==> config.mk <==
export PLATFORM = sky130hd
export DESIGN_NAME = mio_bus_responder
export DESIGN_NICKNAME = d
export VERILOG_FILES = /design/src/rtl/mio_pkg.sv /design/src/rtl/mio_addr_decode.sv /design/src/rtl/mio_bus_responder.sv
export SDC_FILE = /design/constraint.sdc
export NUM_CORES = 1
export LEC_CHECK = 0
export CAP_MARGIN = 40
export CORE_MARGIN = 2
export CORE_UTILIZATION = 45
export CTS_BUF_LIST = sky130_fd_sc_hd__clkbuf_4 sky130_fd_sc_hd__clkbuf_8
export CTS_CLUSTER_DIAMETER = 100
export DETAILED_ROUTE_END_ITERATION = 8
export GPL_ROUTABILITY_DRIVEN = 1
export GPL_TIMING_DRIVEN = 0
export MAX_ROUTING_LAYER = met4
export PLACE_DENSITY_LB_ADDON = 0.3
export SYNTH_ARGS = -nofsm -noshare
export SYNTH_HDL_FRONTEND = slang
export SYNTH_SLANG_ARGS = --single-unit
==> constraint.sdc <==
create_clock -name clk -period 2.85 [get_ports clk]
set_clock_uncertainty 0.05 [all_clocks]
set_input_delay 0.285 -clock clk [delete_from_list [all_inputs] [get_ports clk]]
set_output_delay 0.285 -clock clk [all_outputs]
set_load 0.02 [all_outputs]
==> src/rtl/mio_pkg.sv <==
// Shared definitions for the CPU memory/IO bus responder: peripheral
// addresses, FSM states and address-decode targets.
package mio_pkg;

  localparam logic [31:0] SEG7_0_ADDR = 32'hF000_0000;
  localparam logic [31:0] SEG7_1_ADDR = 32'hF000_0004;
  localparam logic [31:0] LED_0_ADDR  = 32'hE000_0000;
  localparam logic [31:0] LED_1_ADDR  = 32'hE000_0004;

  localparam int WAIT_CNT_W = 4;

  typedef enum logic [1:0] {
    ST_IDLE,
    ST_RAM_WAIT,
    ST_RESP
  } state_e;

  typedef enum logic [2:0] {
    TGT_RAM,
    TGT_SEG0,
    TGT_SEG1,
    TGT_LED0,
    TGT_LED1,
    TGT_NONE
  } tgt_e;

endpackage

==> src/rtl/mio_addr_decode.sv <==
// Combinational address decoder: exact peripheral match wins over the RAM
// window; anything else is unmapped. Alignment is reported separately.
module mio_addr_decode
  import mio_pkg::*;
#(
  parameter int RAM_AW = 10
) (
  input  logic [31:0] addr,
  output tgt_e        tgt,
  output logic        aligned
);

  always_comb begin
    // NOTE: every output of a combinational block gets a default first so no
    // path leaves it unassigned and a latch can never be inferred.
    tgt = TGT_NONE;
    if (addr == SEG7_0_ADDR) begin
      tgt = TGT_SEG0;
    end else if (addr == SEG7_1_ADDR) begin
      tgt = TGT_SEG1;
    end else if (addr == LED_0_ADDR) begin
      tgt = TGT_LED0;
    end else if (addr == LED_1_ADDR) begin
      tgt = TGT_LED1;
    end else if ((addr >> (RAM_AW + 2)) == 32'd0) begin
      tgt = TGT_RAM;
    end
  end

  assign aligned = (addr[1:0] == 2'b00);

endmodule

==> src/rtl/mio_bus_responder.sv <==
// Responder end of the CPU memory/IO bus: one request at a time, answered
// with a single-cycle mio_ready pulse; serves a sync-read RAM and 4 registers.
module mio_bus_responder
  import mio_pkg::*;
#(
  parameter int          RAM_AW        = 10,
  parameter int          WAIT_STATES   = 1,
  parameter logic [31:0] UNMAPPED_DATA = 32'hDEAD_BEEF
) (
  input  logic              clk,
  input  logic              reset,
  input  logic              cpu_mio,
  input  logic              mem_w,
  input  logic [31:0]       addr,
  input  logic [31:0]       data_from_cpu,
  output logic [31:0]       data_to_cpu,
  output logic              mio_ready,
  output logic [RAM_AW-1:0] ram_addr,
  output logic [31:0]       ram_din,
  output logic              ram_we,
  input  logic [31:0]       ram_dout,
  output logic [31:0]       seg7_0,
  output logic [31:0]       seg7_1,
  output logic [31:0]       led_0,
  output logic [31:0]       led_1,
  output logic              bus_err
);

  localparam logic [WAIT_CNT_W-1:0] WS = WAIT_CNT_W'(WAIT_STATES);

  tgt_e dec_tgt;
  logic dec_aligned;

  mio_addr_decode #(.RAM_AW(RAM_AW)) u_decode (
    .addr    (addr),
    .tgt     (dec_tgt),
    .aligned (dec_aligned)
  );

  state_e                state_q,     state_d;
  logic [WAIT_CNT_W-1:0] cnt_q,       cnt_d;
  logic [RAM_AW-1:0]     ram_addr_q,  ram_addr_d;
  logic [31:0]           wdata_q,     wdata_d;
  logic                  is_write_q,  is_write_d;
  logic                  ram_we_q,    ram_we_d;
  logic                  mio_ready_q, mio_ready_d;
  logic                  bus_err_q,   bus_err_d;
  logic [31:0]           rdata_q,     rdata_d;
  logic [31:0]           seg0_q,      seg0_d;
  logic [31:0]           seg1_q,      seg1_d;
  logic [31:0]           led0_q,      led0_d;
  logic [31:0]           led1_q,      led1_d;

  tgt_e eff_tgt;
  assign eff_tgt = dec_aligned ? dec_tgt : TGT_NONE;

  always_comb begin
    state_d     = state_q;
    cnt_d       = cnt_q;
    ram_addr_d  = ram_addr_q;
    wdata_d     = wdata_q;
    is_write_d  = is_write_q;
    ram_we_d    = 1'b0;
    mio_ready_d = 1'b0;
    bus_err_d   = 1'b0;
    rdata_d     = rdata_q;
    seg0_d      = seg0_q;
    seg1_d      = seg1_q;
    led0_d      = led0_q;
    led1_d      = led1_q;

    unique case (state_q)
      ST_IDLE: begin
        if (cpu_mio) begin
          ram_addr_d = addr[RAM_AW+1:2];
          wdata_d    = data_from_cpu;
          is_write_d = mem_w;
          if (eff_tgt == TGT_RAM) begin
            state_d  = ST_RAM_WAIT;
            cnt_d    = WS;
            ram_we_d = mem_w;
          end else begin
            state_d     = ST_RESP;
            mio_ready_d = 1'b1;
            unique case (eff_tgt)
              TGT_SEG0: if (mem_w) seg0_d = data_from_cpu; else rdata_d = seg0_q;
              TGT_SEG1: if (mem_w) seg1_d = data_from_cpu; else rdata_d = seg1_q;
              TGT_LED0: if (mem_w) led0_d = data_from_cpu; else rdata_d = led0_q;
              TGT_LED1: if (mem_w) led1_d = data_from_cpu; else rdata_d = led1_q;
              default: begin
                bus_err_d = 1'b1;
                if (!mem_w) rdata_d = UNMAPPED_DATA;
              end
            endcase
          end
        end
      end
      ST_RAM_WAIT: begin
        if (cnt_q == '0) begin
          state_d     = ST_RESP;
          mio_ready_d = 1'b1;
          if (!is_write_q) rdata_d = ram_dout;
        end else begin
          cnt_d = cnt_q - 1'b1;
        end
      end
      ST_RESP: state_d = ST_IDLE;
      default: state_d = ST_IDLE;
    endcase
  end

  // NOTE: state flops use non-blocking assignments so every flop samples the
  // pre-edge values, independent of statement order.
  always_ff @(posedge clk or negedge reset) begin
    if (!reset) begin
      state_q     <= ST_IDLE;
      cnt_q       <= '0;
      ram_addr_q  <= '0;
      wdata_q     <= '0;
      is_write_q  <= 1'b0;
      ram_we_q    <= 1'b0;
      mio_ready_q <= 1'b0;
      bus_err_q   <= 1'b0;
      rdata_q     <= '0;
      seg0_q      <= '0;
      seg1_q      <= '0;
      led0_q      <= '0;
      led1_q      <= '0;
    end else begin
      state_q     <= state_d;
      cnt_q       <= cnt_d;
      ram_addr_q  <= ram_addr_d;
      wdata_q     <= wdata_d;
      is_write_q  <= is_write_d;
      ram_we_q    <= ram_we_d;
      mio_ready_q <= mio_ready_d;
      bus_err_q   <= bus_err_d;
      rdata_q     <= rdata_d;
      seg0_q      <= seg0_d;
      seg1_q      <= seg1_d;
      led0_q      <= led0_d;
      led1_q      <= led1_d;
    end
  end

  // In IDLE the RAM sees the live address so its synchronous read starts at
  // the accept edge; afterwards it sees the latched request.
  assign ram_addr    = (state_q == ST_IDLE) ? addr[RAM_AW+1:2] : ram_addr_q;
  assign ram_din     = wdata_q;
  assign ram_we      = ram_we_q;
  assign mio_ready   = mio_ready_q;
  assign bus_err     = bus_err_q;
  assign data_to_cpu = rdata_q;
  assign seg7_0      = seg0_q;
  assign seg7_1      = seg1_q;
  assign led_0       = led0_q;
  assign led_1       = led1_q;

endmodule
---- Word-level counts from Yosys, hierarchy flattened ----
Cells that the tools add are included.
Widths: inputs -> output; s select.
cells by class
  bitwise operators ....................... 1
  multiplexer cells ....................... 37
  equality and inequality tests ........... 16
  $add $sub $neg .......................... 1
  reduce and logical (&&, ||, !) cells .... 15
operators by type and width
  cell                  number
  $mux 32               9
  $eq 32x32->1 const B  4
  $pmux 32 s4           1
  $pmux 32 s2           1
  $logic_not 32->1      1
  $reduce_and 5->1      4
  $mux 3                6
  $ne 2x2->1 const B    7
  $mux 4                3
  $mux 1                10
  $mux 10               1
  $pmux 4 s2            1
  $eq 3x2->1 const B    2
  $mux 2                3
  $reduce_and 6->1      1
  $logic_not 2->1       2
  $logic_not 4->1       1
  $pmux 2 s2            1
  $reduce_and 2->1      2
  $reduce_and 4->1      1
  $reduce_or 4->1       1
  $sub 4x1->4 const B   1
  $eq 3x1->1 const B    1
  $eq 3x3->1 const B    1
  5 further kinds       5
word-level totals
  logic and storage cells ................. 83
  output and inout bits ................... 205
  input port bits ......................... 100
  register bits after elaboration ......... 212

---- Longest topological paths before layout ----
  depth after elaboration ................. 13
  gate-level depth with buffers ........... 8

---- Cells and area by module ----
From an unflattened synthesis, not the netlist that was laid out.
unflattened totals
  cell total of the unflattened synthesis .. 791
  area total of the unflattened synthesis .. 9374.0 µm²
modules (own cells, without submodules)
  module             cells an instance  instances  area an instance (µm²)  seq. area each (µm²)
  mio_bus_responder  770                1          9196.3                  5305.1
  mio_addr_decode    21                 1          177.7                   0.0

---- Worst setup path before layout ----
OpenSTA, ideal clock, no wires.
  kind .................................... register to register
  start point ............................. reg cnt_q[0]
  end point ............................... reg rdata_q[14], in the netlist data_to_cpu[14]
  arrival time ............................ 2.110 ns
  required time ........................... 2.675 ns
  stages on the path, launching flop included .. 9
  setup time .............................. 0.125 ns
  path buffers ............................ 2
  period minus slack after synthesis ...... 2.285 ns
  slack ................................... 0.565 ns
  path through ............................ dfrtp_1 > inv_1 > ha_1 > or3b_2 > o32ai_1 > o21a_1 > buf_2 > buf_4 > mux2_2
between the ends
  longest elaborated chain between the ends .. 3
ends and longest elaborated chain
  item                               RTL line                  source
  start: declaration                 mio_bus_responder.sv:41   logic [WAIT_CNT_W-1:0] cnt_q, cnt_d;
  start signal: assignment           mio_bus_responder.sv:131  cnt_q <= cnt_d;
  $logic_not 4->1                    mio_bus_responder.sv:99   if (cnt_q == '0) begin
  $ne 2x2->1 (no source line)        --
  $reduce_and 6->1 (no source line)  --
  end signal: assignment             mio_bus_responder.sv:138  rdata_q <= rdata_d;
  end: declaration                   mio_bus_responder.sv:48   logic [31:0] rdata_q, rdata_d;
Every way passes these cells.
A chain may end at the register's enable or synchronous reset.

---- Final worst setup path ----
  start point ............................. reg state_q[1]
  end point ............................... reg led0_q[9], in the netlist led_0[9]
between the ends
  longest elaborated chain between the ends .. 2
ends and longest elaborated chain
  item                               RTL line                  source
  start: declaration                 mio_bus_responder.sv:40   state_e state_q, state_d;
  start signal: assignment           mio_bus_responder.sv:130  state_q <= state_d;
  $logic_not 2->1                    mio_bus_responder.sv:72   unique case (state_q)
  $reduce_and 5->1 (no source line)  --
  end signal: assignment             mio_bus_responder.sv:141  led0_q <= led0_d;
  end: declaration                   mio_bus_responder.sv:51   logic [31:0] led0_q, led0_d;
Every way passes these cells.

==> results.ini <==
[synth]
synth_area_leaders=dfrtp_1, mux2_1, mux4_2
synth_edf_count=0
synth_top_area_share=0.5465
synthesis.nets=845
avgSynthCellArea_um2=13.05
async_flop_share=1.000
ys_types=41
ys_ff_latch=212
synth_area_um2=9708
synth.largest_area_cell=dfrtp_1
yosysSeqAreaShare=0.5465
yosysWarnings=0
synth_flop_cell=dfrtp_1
synth_cells=744

[detailed_routing]
ant_nets=0
drc=0
wirelength_um=29860
first_pass_iters=4
wl_per_cell_um=21.56
first_iter_violations=308
vias_per_cell=5.368
vias=7435

[power]
p_int_uw=4999
switching_share=0.2494
pwr-share-clk=0.414
power.density_nw_per_um2=479.9
power_switching_uw=1661
seqPwrFrac=0.472
p_comb_frac=0.114
ir_drop_mv=0.3653
p_leak_uw=0.006471

[cts]
htreeDepth=2
clk_pin_slew_ns=0.06
clk_latency_ns=0.52
cts.sinks=212
numCtsBuffers=36
tritoncts=built
clk_path_buf_depth=3
cts_setup_buffers=0
cts-root-buf=clkbuf_8

[setup_path]
critPathLaunchType=register
critPathMaxFanout=10
worstPathCellList=nor3b_4, nand2_2, nor4_4, buf_6, mux2_1
cp.required_ns=3.20
critical_path_class=register to register
cp.arrival_ns=3.12
max_stage_delay_ns=0.75
crit_path_end_kind=register
cp_slowest_cell=nor4_4
critPathBufInv=1
critPathTopFamily=simple AND/OR/NAND/NOR gates

[timing]
setup_violations=0
holdWs_ns=0.2819
rsz0062_at_grt=false
finalMaxSlewViolations=0
finalHoldViolCount=0
worst_pin_slew_ns=0.8503
slew_headroom=0.4331
min_period_ns=2.776
setup_tns_ns=0
period_share=0.9742
fmax_mhz=360.2

[floorplanning]
die_h_um=150.9
ios=305
die_area_um2=22760
num_rows=53
core-area_um2=21090
initial_core_util=0.4604
fp.dieW_um=150.9

[layout]
design_area_um2=13880
syn2layout_area_growth_pct=42.96
layout_commonest_cell=clkdlybuf4s50_1
layout.nets=1189
layout-drive-gt1-share=0.1468
antenna_cells=0
final_core_util=0.6581
fin_cells=1385
layout_common_cells=clkdlybuf4s50_1, dfrtp_1, nand2_1

[grt]
grt_pass1_vias=7757
grt_start_max_net_pins=111
grt_usage=0.2715
grt_first_pass_wirelength_um=44870
antenna_found_initial=0
grt.overflow.total=0

[min_path]
holdCritPathClass=input pin to async pin

[placed_design]
dp_hpwl_um=21460
placed_cells=1324
io_buffers=304
gp_congestion=0.8255
dpl_cell_area_um2=13130

[flow_run]
cap_violations=0

[run_status]
outcome=finished, final reports clean

-- power groups by stage --
stage	Combinational, uW	Sequential [uW]	Clock (uW)
2_1_floorplan	215	3270	0
3_3_place_gp	751	3190	0
3_5_place_dp	762	3190	0
4_1_cts	767	3140	2810
5_1_grt	818	3150	2970
6_report	758	3140	2760
-- cell type report --
| type | instances | area, um2 |
|---|---|---|
| sequential | 212 | 5305 |
| multi-input combinational | 452 | 4033 |
| clock buffer | 55 | 694.4 |
| inverter | 33 | 123.9 |
| buffer | 47 | 262.8 |
| clock inverter | 5 | 30.03 |
| tap | 275 | 344.1 |
| timing repair buffer | 306 | 3085 |
| fill | 1592 | 7209 |
-- path summary, 6_finish.rpt --
check,from,end,slack (ns),cells after the start
worst max-delay path,state_q[1]$_DFFE_PN0P_,led_0[9]$_DFFE_PN0P_,0.07,5
worst min-delay path,reset,data_to_cpu[28]$_DFFE_PN0P_,0.28,2
worst max register to register,state_q[1]$_DFFE_PN0P_,led_0[9]$_DFFE_PN0P_,0.07,5
worst min register to register,ram_addr_q[9]$_DFFE_PN0P_,ram_addr_q[9]$_DFFE_PN0P_,0.42,2
max in group asynchronous,reset,led_1[3]$_DFFE_PN0P_,1.45,3
min in group clk,addr[3],ram_addr_q[1]$_DFFE_PN0P_,0.31,3
-- cells in the mapped netlist, types with 4 or more instances --
cell type,n
buf_1,4
buf_2,6
buf_4,8
buf_6,6
clkbuf_1,23
dfrtp_1,212
inv_1,33
mux2_1,116
mux2_2,31
mux2i_1,24
mux4_2,32
nand2_1,140
nand2b_1,27
nor2_1,7
nor4_1,5
nor4_4,5
o41ai_1,31
-- per-stage QoR --
step | power, uW | worst slack, ns
global route | 6934 | 0.0002309
floorplan | 3485 | 0.5651
detailed placement | 3957 | -0.5256
finish | 6660 | 0.07359
CTS | 6725 | 0.02099
global placement | 3946 | -7.694
-- state kept, by name (all words and copies together), names as in the netlist --
| register | cells |
|---|---|
| ram_din | 32 |
| led_1 | 32 |
| mio_ready | 1 |
| is_write_q | 1 |
| led_0 | 32 |
| cnt_q | 4 |
| data_to_cpu | 32 |
| seg7_1 | 32 |
| ram_addr_q | 10 |
| state_q | 2 |
| ram_we | 1 |
| seg7_0 | 32 |
| bus_err | 1 |
-- cells by family (layout without fill, tap and decap cells) --
logic type / count (synthesis) / in the layout / share of synthesized area
adders and majority gates: 1 / 1 / 0.001289
and+or+nand+nor: 205 / 205 / 0.1067
DFF: 212 / 212 / 0.5465
AOI/OAI and AO/OA: 43 / 43 / 0.03660
muxes: 203 / 203 / 0.2695
buffers and inverters: 80 / 446 / 0.03944
-- repair_timing --
item                                    CTS  global route
endpoints found under the setup margin  130            86
hold buffers                              1             0
pin swaps                                 0             1
hold endpoints to repair                102             0
gates resized for setup                   4             1
-- per-layer routing --
metal  GRT usage  vias to the layer above  part of all wire
li1            -                     3345                 -
met1      0.3450                     3751              0.41
met2      0.4364                      283              0.49
met3     0.06114                       56             0.070
met4     0.08785                        0             0.028
met5           -                        -                 0
(Power assumes the default switching activity.)
